## src/rtl/add_mop_csa_acc.sv

```systemverilog
`default_nettype none
// ============================================================================
//  Module   : add_mop_csa_acc
//  Purpose  : Multi-operand packet accumulator. Each beat of DEPTH operands is
//             folded into a carry-save pair; one carry-propagate add per packet.
//  Option   : define ADD_MOP_CSA_ACC_SAT_EN to saturate out_sum_o on overflow.
//  Revision : 1.0  initial release
// ============================================================================
module add_mop_csa_acc #(
    parameter int WIDTH     = 8,
    parameter int DEPTH     = 4,
    parameter int MAX_BEATS = 4,
    parameter int OUT_WIDTH = 10
) (
    input  logic                   clk_i,
    input  logic                   rst_i,
    input  logic [DEPTH*WIDTH-1:0] in_data_i,
    input  logic                   in_last_i,
    input  logic                   in_valid_i,
    output logic                   in_ready_o,
    output logic [OUT_WIDTH-1:0]   out_sum_o,
    output logic                   out_ovf_o,
    output logic                   out_valid_o,
    input  logic                   out_ready_i
);

    localparam int c_iw = WIDTH + $clog2(DEPTH * MAX_BEATS);
    localparam int c_bw = (MAX_BEATS > 1) ? $clog2(MAX_BEATS) : 1;
    localparam logic [c_bw-1:0] c_last_beat = c_bw'(MAX_BEATS - 1);

    typedef enum logic [1:0] {
        ACC     = 2'd0,
        RESOLVE = 2'd1,
        OUT     = 2'd2
    } state_t;

    state_t            r_state;
    state_t            w_state_nxt;
    logic [c_iw-1:0]   r_s;
    logic [c_iw-1:0]   r_c;
    logic [c_iw-1:0]   r_result;
    logic [c_bw-1:0]   r_beats;
    logic              w_accept;
    logic              w_end;
    logic              w_ovf;

    // Linear chain of 3:2 compressors: stored pair plus one operand per stage.
    // Dropping the carry MSB is safe because the packet total always fits c_iw.
    logic [c_iw-1:0] w_s [DEPTH+1];
    logic [c_iw-1:0] w_c [DEPTH+1];

    assign w_s[0] = r_s;
    assign w_c[0] = r_c;

    generate
        for (genvar k = 0; k < DEPTH; k++) begin : g_csa
            logic [c_iw-1:0] w_op;
            assign w_op       = c_iw'(in_data_i[k*WIDTH +: WIDTH]);
            assign w_s[k+1]   = w_s[k] ^ w_c[k] ^ w_op;
            assign w_c[k+1]   = ((w_s[k] & w_c[k]) | (w_s[k] & w_op) | (w_c[k] & w_op)) << 1;
        end
    endgenerate

    assign w_accept = in_valid_i && (r_state == ACC);
    assign w_end    = w_accept && (in_last_i || (r_beats == c_last_beat));

    always_ff @(posedge clk_i or posedge rst_i) begin
        if (rst_i) begin
            r_state <= ACC;
        end else begin
            r_state <= w_state_nxt;
        end
    end

    always_comb begin
        w_state_nxt = r_state;
        in_ready_o  = 1'b0;
        out_valid_o = 1'b0;
        case (r_state)
            ACC: begin
                in_ready_o = 1'b1;
                if (w_end) begin
                    w_state_nxt = RESOLVE;
                end
            end
            RESOLVE: begin
                w_state_nxt = OUT;
            end
            OUT: begin
                out_valid_o = 1'b1;
                if (out_ready_i) begin
                    w_state_nxt = ACC;
                end
            end
            default: begin
                w_state_nxt = ACC;
            end
        endcase
    end

    always_ff @(posedge clk_i or posedge rst_i) begin
        if (rst_i) begin
            r_s      <= '0;
            r_c      <= '0;
            r_beats  <= '0;
            r_result <= '0;
        end else begin
            if (w_accept) begin
                r_s     <= w_s[DEPTH];
                r_c     <= w_c[DEPTH];
                r_beats <= w_end ? '0 : r_beats + 1'b1;
            end
            // The pair is consumed and cleared together so the next packet starts at zero.
            if (r_state == RESOLVE) begin
                r_result <= r_s + r_c;
                r_s      <= '0;
                r_c      <= '0;
            end
        end
    end

    generate
        if (OUT_WIDTH < c_iw) begin : g_ovf
            assign w_ovf = |r_result[c_iw-1:OUT_WIDTH];
        end else begin : g_no_ovf
            assign w_ovf = 1'b0;
        end
    endgenerate

    assign out_ovf_o = w_ovf;

`ifdef ADD_MOP_CSA_ACC_SAT_EN
    assign out_sum_o = w_ovf ? {OUT_WIDTH{1'b1}} : r_result[OUT_WIDTH-1:0];
`else
    assign out_sum_o = r_result[OUT_WIDTH-1:0];
`endif

endmodule
`default_nettype wire
```

## config.mk

```make
export PLATFORM = sky130hd
export DESIGN_NAME = add_mop_csa_acc
export DESIGN_NICKNAME = d
export VERILOG_FILES = /design/src/rtl/add_mop_csa_acc.sv
export SDC_FILE = /design/constraint.sdc
export NUM_CORES = 1
export LEC_CHECK = 0
export CAP_MARGIN = 25
export CORE_MARGIN = 5
export CORE_UTILIZATION = 45
export CTS_CLUSTER_SIZE = 28
export DETAILED_ROUTE_END_ITERATION = 6
export DONT_BUFFER_PORTS = 1
export HOLD_SLACK_MARGIN = 0.03
export PLACE_DENSITY_LB_ADDON = 0.2
export SETUP_SLACK_MARGIN = 0.3
export SKIP_CTS_REPAIR_TIMING = 1
export SLEW_MARGIN = 0
export SYNTH_ARGS = -nofsm -noshare
export SYNTH_HDL_FRONTEND = slang
export SYNTH_SLANG_ARGS = --single-unit
export TNS_END_PERCENT = 50
```

## constraint.sdc

```tcl
create_clock -name clk_i -period 5.55 [get_ports clk_i]
set_clock_uncertainty 0.15 [all_clocks]
set_input_delay 1.3875 -clock clk_i [delete_from_list [all_inputs] [get_ports clk_i]]
set_output_delay 1.3875 -clock clk_i [all_outputs]
set_load 0.05 [all_outputs]
```

Word-level counts from Yosys, hierarchy flattened

Cells that the tools add are included.
Widths: inputs -> output; s select.

Add/subtract/negate cells: 2
Equality and inequality tests: 5
Muxes and demuxes: 10
Bitwise logic cells: 28
Reduce and logical (&&, ||, !) cells: 7

Operator list:

| cell                | number |
|---|---|
| $and 11x8->11       | 8 |
| $or 11x11->11       | 8 |
| $mux 12             | 4 |
| $xor 12x12->12      | 4 |
| $xor 12x8->12       | 4 |
| $and 11x11->11      | 4 |
| $add 12x12->12      | 1 |
| $mux 2              | 3 |
| $pmux 2 s3          | 1 |
| $eq 2x2->1 const B  | 2 |
| $ne 2x2->1 const B  | 2 |
| $add 2x1->2 const B | 1 |
| $eq 2x1->1 const B  | 1 |
| $logic_and 1x1->1   | 2 |
| $logic_not 2->1     | 1 |
| $mux 1              | 2 |
| $reduce_and 2->1    | 1 |
| $reduce_bool 2->1   | 1 |
| $reduce_or 2->1     | 1 |
| $logic_or 1x1->1    | 1 |

Register bits: 40
Input bits: 37
Output and inout port bits: 13
Word-level logic and storage cells: 57

Logic depth before layout (Yosys ltp)

Gate-level depths: netlist (run 1).

Depth in word-level cells: 14
Gate-level depth with buffers: 8
Gate-level depth less buffers: 8

Worst setup path before layout (run 1)

No wires, ideal clock.

Kind: input to register
Start point: input in_data_i[1]
End point: register r_s[1]
Library setup time: 131 ps
Data arrival time: 3479 ps
Data required time: 5269 ps
Slack: 1790 ps
Stages: 6
Path buffers: 0
Path through: fa_1 fa_1 fa_1 inv_1 fa_1 o21ai_0

Word-level cells in the longest chain between the ends: 9

Ends and longest elaborated chain:

| what                 | RTL line | text |
|---|---|---|
| start, declared      | 17       | `input logic [DEPTH*WIDTH-1:0] in_data_i,` |
| $xor 12x8->12        | 59       | `assign w_s[k+1] = w_s[k] ^ w_c[k] ^ w_op;` |
| $xor 12x12->12       | 59       |  |
| $xor 12x8->12        | 59       |  |
| $xor 12x12->12       | 59       |  |
| $xor 12x8->12        | 59       |  |
| $xor 12x12->12       | 59       |  |
| $xor 12x8->12        | 59       |  |
| $mux 12              | 108      | `if (w_accept) begin` |
| $mux 12              | 114      | `if (r_state == RESOLVE) begin` |
| end signal, assigned | 109      | `r_s <= w_s[DEPTH];` |
| end, declared        | 39       | `logic [c_iw-1:0] r_s;` |

Every way passes these cells. The select of a mux whose other input is x is not followed.
A chain may end at the register's enable or synchronous reset.

Final worst setup path (run 1)

Start point: input in_data_i[4]
End point: register r_s[4]

Same word-level chain as after synthesis.

==> results.py, run 1 <==
metrics = {
    "global_route": {
        "grt_pass1_wl_mm": 10.1,
        "grt_max_degree": 40,
        "antenna_found_initial": 0,
        "overflow": 0,
        "grt_use_total_pct": 14.8,
        "grt_pass1_vias": 2038,
    },
    "sta": {
        "fin_tns_setup_ns": 0,
        "rsz0062_at_grt": "false",
        "final_hold_viol_count": 0,
        "worst_slack_ns": 2.05,
        "fmax_mhz": 285,
        "slew_violations": 0,
        "worstMarginPinSlew_ns": 0.985,
        "slew_headroom_pct": 34.1,
        "setup_viol": 0,
        "fin_crit_sh_pct": 63.1,
        "fin_crit_ns": 3.50,
    },
    "setup_path": {
        "crit_family": "adder cells",
        "path_cells": "fa_1 > fa_1 > inv_1 > fa_1 > fa_1 > o21ai_0",
        "slowest_stage": "fa_1",
        "crit_required_ns": 5.57,
        "cp_num_buf_inv": 1,
        "worstSetupStartpointType": "primary input",
        "slowest_delay_ns": 0.52,
        "cp.arrival_ns": 3.53,
        "endpoint_kind": "flop",
        "critPathMaxFanout": 1,
        "path_common_cell": "fa_1",
        "path_class": "primary input to flop",
    },
    "yosys": {
        "synth_flop_cell": "dfrtp_1",
        "yosys_warnings": 0,
        "ys_async_sr_fraction_pct": 100,
        "synth_area_per_cell_um2": 9.66,
        "ys_seq_area_share_pct": 32.2,
        "yosysMostFrequentCell": "inv_1",
        "synth_area_um2": 3030,
        "synth_seq_cells": 39,
        "synthCells": 314,
        "synth_largest_area_cell": "dfrtp_1",
        "ys_types": 45,
        "yosys-top-cells-area": "dfrtp_1, fa_1, ha_1",
        "yosysTopAreaCellShare_pct": 32.2,
        "synth_common_cells": "inv_1, dfrtp_1, nand2_1, o21ai_0, fa_1",
        "syn_nets": 406,
        "synth_edf_count": 0,
    },
    "clocking": {
        "cts_tree": "built",
        "insertion_delay_ns": 0.29,
        "cts.sinks": 39,
        "cts_max_path_buffers": 2,
        "h-tree-depth": 2,
        "root_buffer": "clkbuf_8",
        "numCtsBuffers": 5,
        "clk_pin_slew_ns": 0.08,
    },
    "floorplanning": {
        "die-area_um2": 8490,
        "die_h_um": 92.1,
        "row_count": 30,
        "die_x_um": 92.1,
        "initial_core_util_pct": 45.4,
        "fp.coreArea_um2": 6680,
        "ios": 50,
    },
    "pwr": {
        "ir_drop_mv": 0.245,
        "p_leak_nw": 1.57,
        "p_per_area_nw_per_um2": 649,
        "total_power_mw": 2.05,
    },
    "detailed_routing": {
        "wl_per_cell_um": 15.0,
        "drt_iter0_drc": 80,
        "drc": 0,
        "post_drt_via_cell_ratio": 5.31,
        "drt-total-wl_mm": 5.72,
        "drt-pass1-iter-count": 4,
        "drtAntennaViolNets": 0,
        "vias": 2028,
    },
    "final_layout": {
        "utilization_pct": 47.3,
        "drive_gt1_share_pct": 5.30,
        "nets": 394,
        "final_area_um2": 3160,
        "area_growth_pct": 4.16,
        "antenna_cells": 0,
    },
    "outcome": {
        "outcome": "finished clean",
    },
    "job": {
        "maxCapViolCount": 0,
    },
    "min_path": {
        "hp-class": "flop to flop",
    },
    "placed_design": {
        "detailed_place.area_um2": 3030,
        "place_congestion": 0.787,
        "hpwl_mm": 4.49,
        "place_ws_ns": 1.69,
        "io_buffers": 0,
    },
}
power breakdown:
part           total [mW]  internal [mW]  switching (mW)
Sequential          0.635          0.406           0.229
Clock               0.232          0.131           0.101
Combinational        1.18          0.509           0.674
registers in the layout, indices dropped and copies added, names as in the netlist:
register,flops
r_beats,2
r_c,11
r_result,12
r_s,12
r_state,2
tightest hold or removal path: stages, from the launching register on:
cell	delay (ns)
dfrtp_1	0.35
nand2_1	0.05
nand2_1	0.05
cells by family (layout without fill, tap and decap cells):
kind of cell	Yosys count	after routing	synth area share, %
muxes	1	1	0.330
buffers and inverters	65	53	9.36
adders and majority gates	55	55	30.4
AOI/OAI and AO/OA	66	66	13.0
and+or+nand+nor	82	82	13.0
DFF	39	39	32.2
xor gates and xnor gates	6	6	1.73
final cells by class:
class	count	area (um2)
Clock buffer	5	68.8
Clock inverter	2	37.5
Fill cell	653	3520
Inverter	43	161
Multi-Input combinational cell	210	1770
Sequential cell	39	976
Tap cell	80	100
Timing Repair Buffer	3	42.5
through the flow:
step | hold WS, ns | instances
after floorplan | 0.293 | 314
after global placement | 0.306 | 374
after detailed placement | 0.314 | 374
after CTS | 0.330 | 381
after global routing | 0.381 | 382
final | 0.326 | 382
path summary, 6_finish.rpt:
kind                              start    endpoint  slack, ns  cells after the start
setup / recovery           in_data_i[4]      r_s[4]       2.05                      6
hold / removal               r_beats[1]  r_beats[1]       0.33                      2
setup reg to reg                 r_s[2]      r_s[2]       2.68                      6
hold reg to reg              r_beats[1]  r_beats[1]       0.33                      2
max in group asynchronous         rst_i     r_s[11]       3.94                      2
min in group asynchronous         rst_i      r_s[3]       0.95                      2
layer usage:
layer / global-route usage, % / up-vias / share of wire [%]
li1: - / 1008 / -
met1: 22.7 / 966 / 51
met2: 21.4 / 48 / 44
met3: 2.79 / 6 / 3.4
met4: 4.08 / 0 / 1.2
met5: 0 / - / 0
cell usage in the layout (no fill, tap or decap), types with 3 or more instances in the layout:
cell,n
a211oi_1,3
a21o_1,4
a21oi_1,8
and3_1,3
clkbuf_8,5
dfrtp_1,39
fa_1,31
ha_1,24
inv_1,42
nand2_1,38
nand3_1,16
nor2_1,6
nor3_1,3
o21ai_0,34
xnor2_1,4
Note: power is estimated with default switching activity, not from simulation.
==> run 2: changes to the inputs <==
ABC_AREA = 1   (was default)
clock period = 3.1 ns   (was 5.55 ns; I/O delays follow)
==> run 2 against run 1 <==
First-iteration DRC count rose by 51%; critical endpoint is now r_s[5]; combinational power up 91%; non-clock buffer count increased by 5; register-to-register slack worse by 2.4 ns; global-route usage is 0.70 points higher; clock-buffer cell count up 2; critical path depth stayed put; cell count grew 5.2%.
==> results.py, run 2 <==
metrics = {
    "floorplanning": {
        "fp.coreArea_um2": 6420,
        "initial_core_util_pct": 46.5,
        "die_x_um": 91.5,
        "ios": 50,
        "die-area_um2": 8370,
        "die_h_um": 91.5,
        "row_count": 29,
    },
    "setup_path": {
        "crit_required_ns": 3.11,
        "r2r_start": "r_c[4]",
        "path_class": "primary input to flop",
        "reg2reg_to": "r_s[4]",
        "rrSetupSlack_ns": 0.27,
        "startpoint": "in_data_i[5]",
        "rr_worst_depth": 6,
        "critical_path.endpoint": "r_s[5]",
        "critPathMaxFanout": 1,
        "worstSetupStartpointType": "primary input",
        "cp.arrival_ns": 2.86,
        "endpoint_kind": "flop",
    },
    "detailed_routing": {
        "post_drt_via_cell_ratio": 5.04,
        "drt_iter0_drc": 121,
        "vias": 2026,
        "drt-pass1-iter-count": 4,
        "drtAntennaViolNets": 0,
        "drc": 0,
        "drt-total-wl_mm": 5.78,
        "wl_per_cell_um": 14.4,
    },
    "pwr": {
        "p_per_area_nw_per_um2": 1190,
        "p_comb_share_pct": 60.9,
        "ir_drop_mv": 0.448,
        "clockPowerShare_pct": 8.9,
        "p_leak_nw": 1.68,
        "p_sw_share_pct": 49.7,
        "power_frac_seq_pct": 30.2,
        "p_int_mw": 1.86,
        "total_power_mw": 3.70,
        "p_sw_mw": 1.84,
    },
    "outcome": {
        "outcome": "finished clean",
    },
    "yosys": {
        "yosys_warnings": 0,
        "synth_common_cells": "nand2_1, inv_1, dfrtp_1, fa_1, ha_1",
        "yosys-top-cells-area": "dfrtp_1, fa_1, ha_1",
        "ys_seq_area_share_pct": 32.7,
        "yosys.area_share.simple_pct": 16.9,
        "yosysTopAreaCellShare_pct": 32.7,
        "yosys.area_share.xor_xnor_pct": 0.879,
        "synth_adder_area_share_pct": 30.8,
        "synth_top_family_by_area": "adder cells",
        "synth_area_um2": 2990,
        "synth.area.mux_share_pct": 0,
        "ys_async_sr_fraction_pct": 100,
        "yosysMostFrequentCell": "nand2_1",
        "synth_area_per_cell_um2": 9.19,
        "synth_compound_area_share_pct": 7.54,
        "syn_nets": 417,
        "synth_largest_area_cell": "dfrtp_1",
        "synth_edf_count": 0,
        "synthCells": 325,
        "synth_flop_cell": "dfrtp_1",
        "synth_seq_cells": 39,
        "ys_types": 28,
    },
    "placed_design": {
        "dp_cells": 389,
        "place_congestion": 0.833,
        "hpwl_mm": 4.72,
        "place_ws_ns": -0.0892,
        "io_buffers": 0,
    },
    "final_layout": {
        "antenna_cells": 0,
        "n_fill_cell": 612,
        "utilization_pct": 48.3,
        "stdcell_count": 402,
        "drive_gt1_share_pct": 8.00,
        "final_cell_mix": "nand2_1, inv_1, dfrtp_1, fa_1, ha_1",
        "nets": 416,
        "final_common_cell": "nand2_1",
        "reg_top3": "r_result x12, r_s x12, r_c x11",
        "area_growth_pct": 3.85,
    },
    "global_route": {
        "overflow": 0,
        "grt_pass1_vias": 2196,
        "grt_use_total_pct": 15.5,
        "grt_pass1_wl_mm": 10.5,
        "grt_max_degree": 40,
        "antenna_found_initial": 0,
    },
    "clocking": {
        "clk_pin_slew_ns": 0.07,
        "root_buffer": "clkbuf_8",
        "cts_tree": "built",
        "insertion_delay_ns": 0.29,
        "numCtsBuffers": 5,
        "cts_max_path_buffers": 2,
        "cts.sinks": 39,
        "h-tree-depth": 2,
    },
    "sta": {
        "fmax_mhz": 351,
        "slew_violations": 0,
        "worstMarginPinSlew_ns": 0.592,
        "fin_tns_setup_ns": 0,
        "fin_crit_ns": 2.85,
        "setup_viol": 0,
        "worst_slack_ns": 0.254,
        "fin_crit_sh_pct": 91.8,
        "final_hold_viol_count": 0,
        "rsz0062_at_grt": "true",
        "slew_headroom_pct": 60.5,
    },
    "min_path": {
        "hp-class": "primary input to async pin",
    },
    "job": {
        "maxCapViolCount": 0,
    },
}
run 2: stage by stage:
step / area [um2] / hold WS [ns]
after global routing: 3100 / 0.366
after global placement: 2980 / 0.308
after CTS: 3060 / 0.345
after detailed placement: 2980 / 0.325
final: 3100 / 0.342
after floorplan: 2990 / 0.291
run 2: cell type report:
cell class	count	area (um2)	share of cell area [%]
tap	77	96.3	3.10
timing repair buffer	8	60.1	1.94
clock inverter	1	5.00	0.161
sequential	39	980	31.6
multi-input combinational	215	1680	54.0
clock buffer	7	76.3	2.46
inverter	55	209	6.73
run 2: worst min path at each step:
stage | end | depth (start not counted) | start | slack, ns
after global placement | r_result[11] | 2 | r_result[11] | 0.31
after floorplan | r_result[10] | 2 | r_result[10] | 0.29
final | r_s[8] | 2 | rst_i | 0.34
after detailed placement | r_result[10] | 2 | r_result[10] | 0.32
after CTS | r_result[10] | 2 | r_result[10] | 0.35
after global routing | r_result[10] | 2 | r_result[10] | 0.37
run 2: cells by family after synthesis:
group	after synthesis
adder cells (fa/ha/maj)	55
flip-flops	39
buffers and inverters	71
XOR/XNOR	3
AND/OR/NAND/NOR	119
AO/OA/AOI/OAI	38
run 2: critical path, stage by stage:
cell and delay, ns:
fa_1 0.47, fa_1 0.54, inv_1 0.05, fa_1 0.46
fa_1 0.51, o21ai_1 0.06
run 2: per-layer routing:
metal / vias up / routed length (um) / global-route usage (%)
met2: 51 / 2640 / 24.2
met1: 967 / 2770 / 21.8
met4: 0 / 46 / 3.77
met3: 6 / 323 / 3.97
li1: 1002 / - / -
met5: - / 0 / 0
run 2: power groups by stage:
| stage | Combinational [mW] | Clock, mW | Sequential [mW] |
|---|---|---|---|
| after floorplan | 2.05 | 0 | 0.877 |
| after global placement | 2.10 | 0 | 1.14 |
| after detailed placement | 2.23 | 0 | 1.14 |
| after CTS | 2.24 | 0.344 | 1.13 |
| after global routing | 2.65 | 0.362 | 1.16 |
| final | 2.25 | 0.330 | 1.12 |
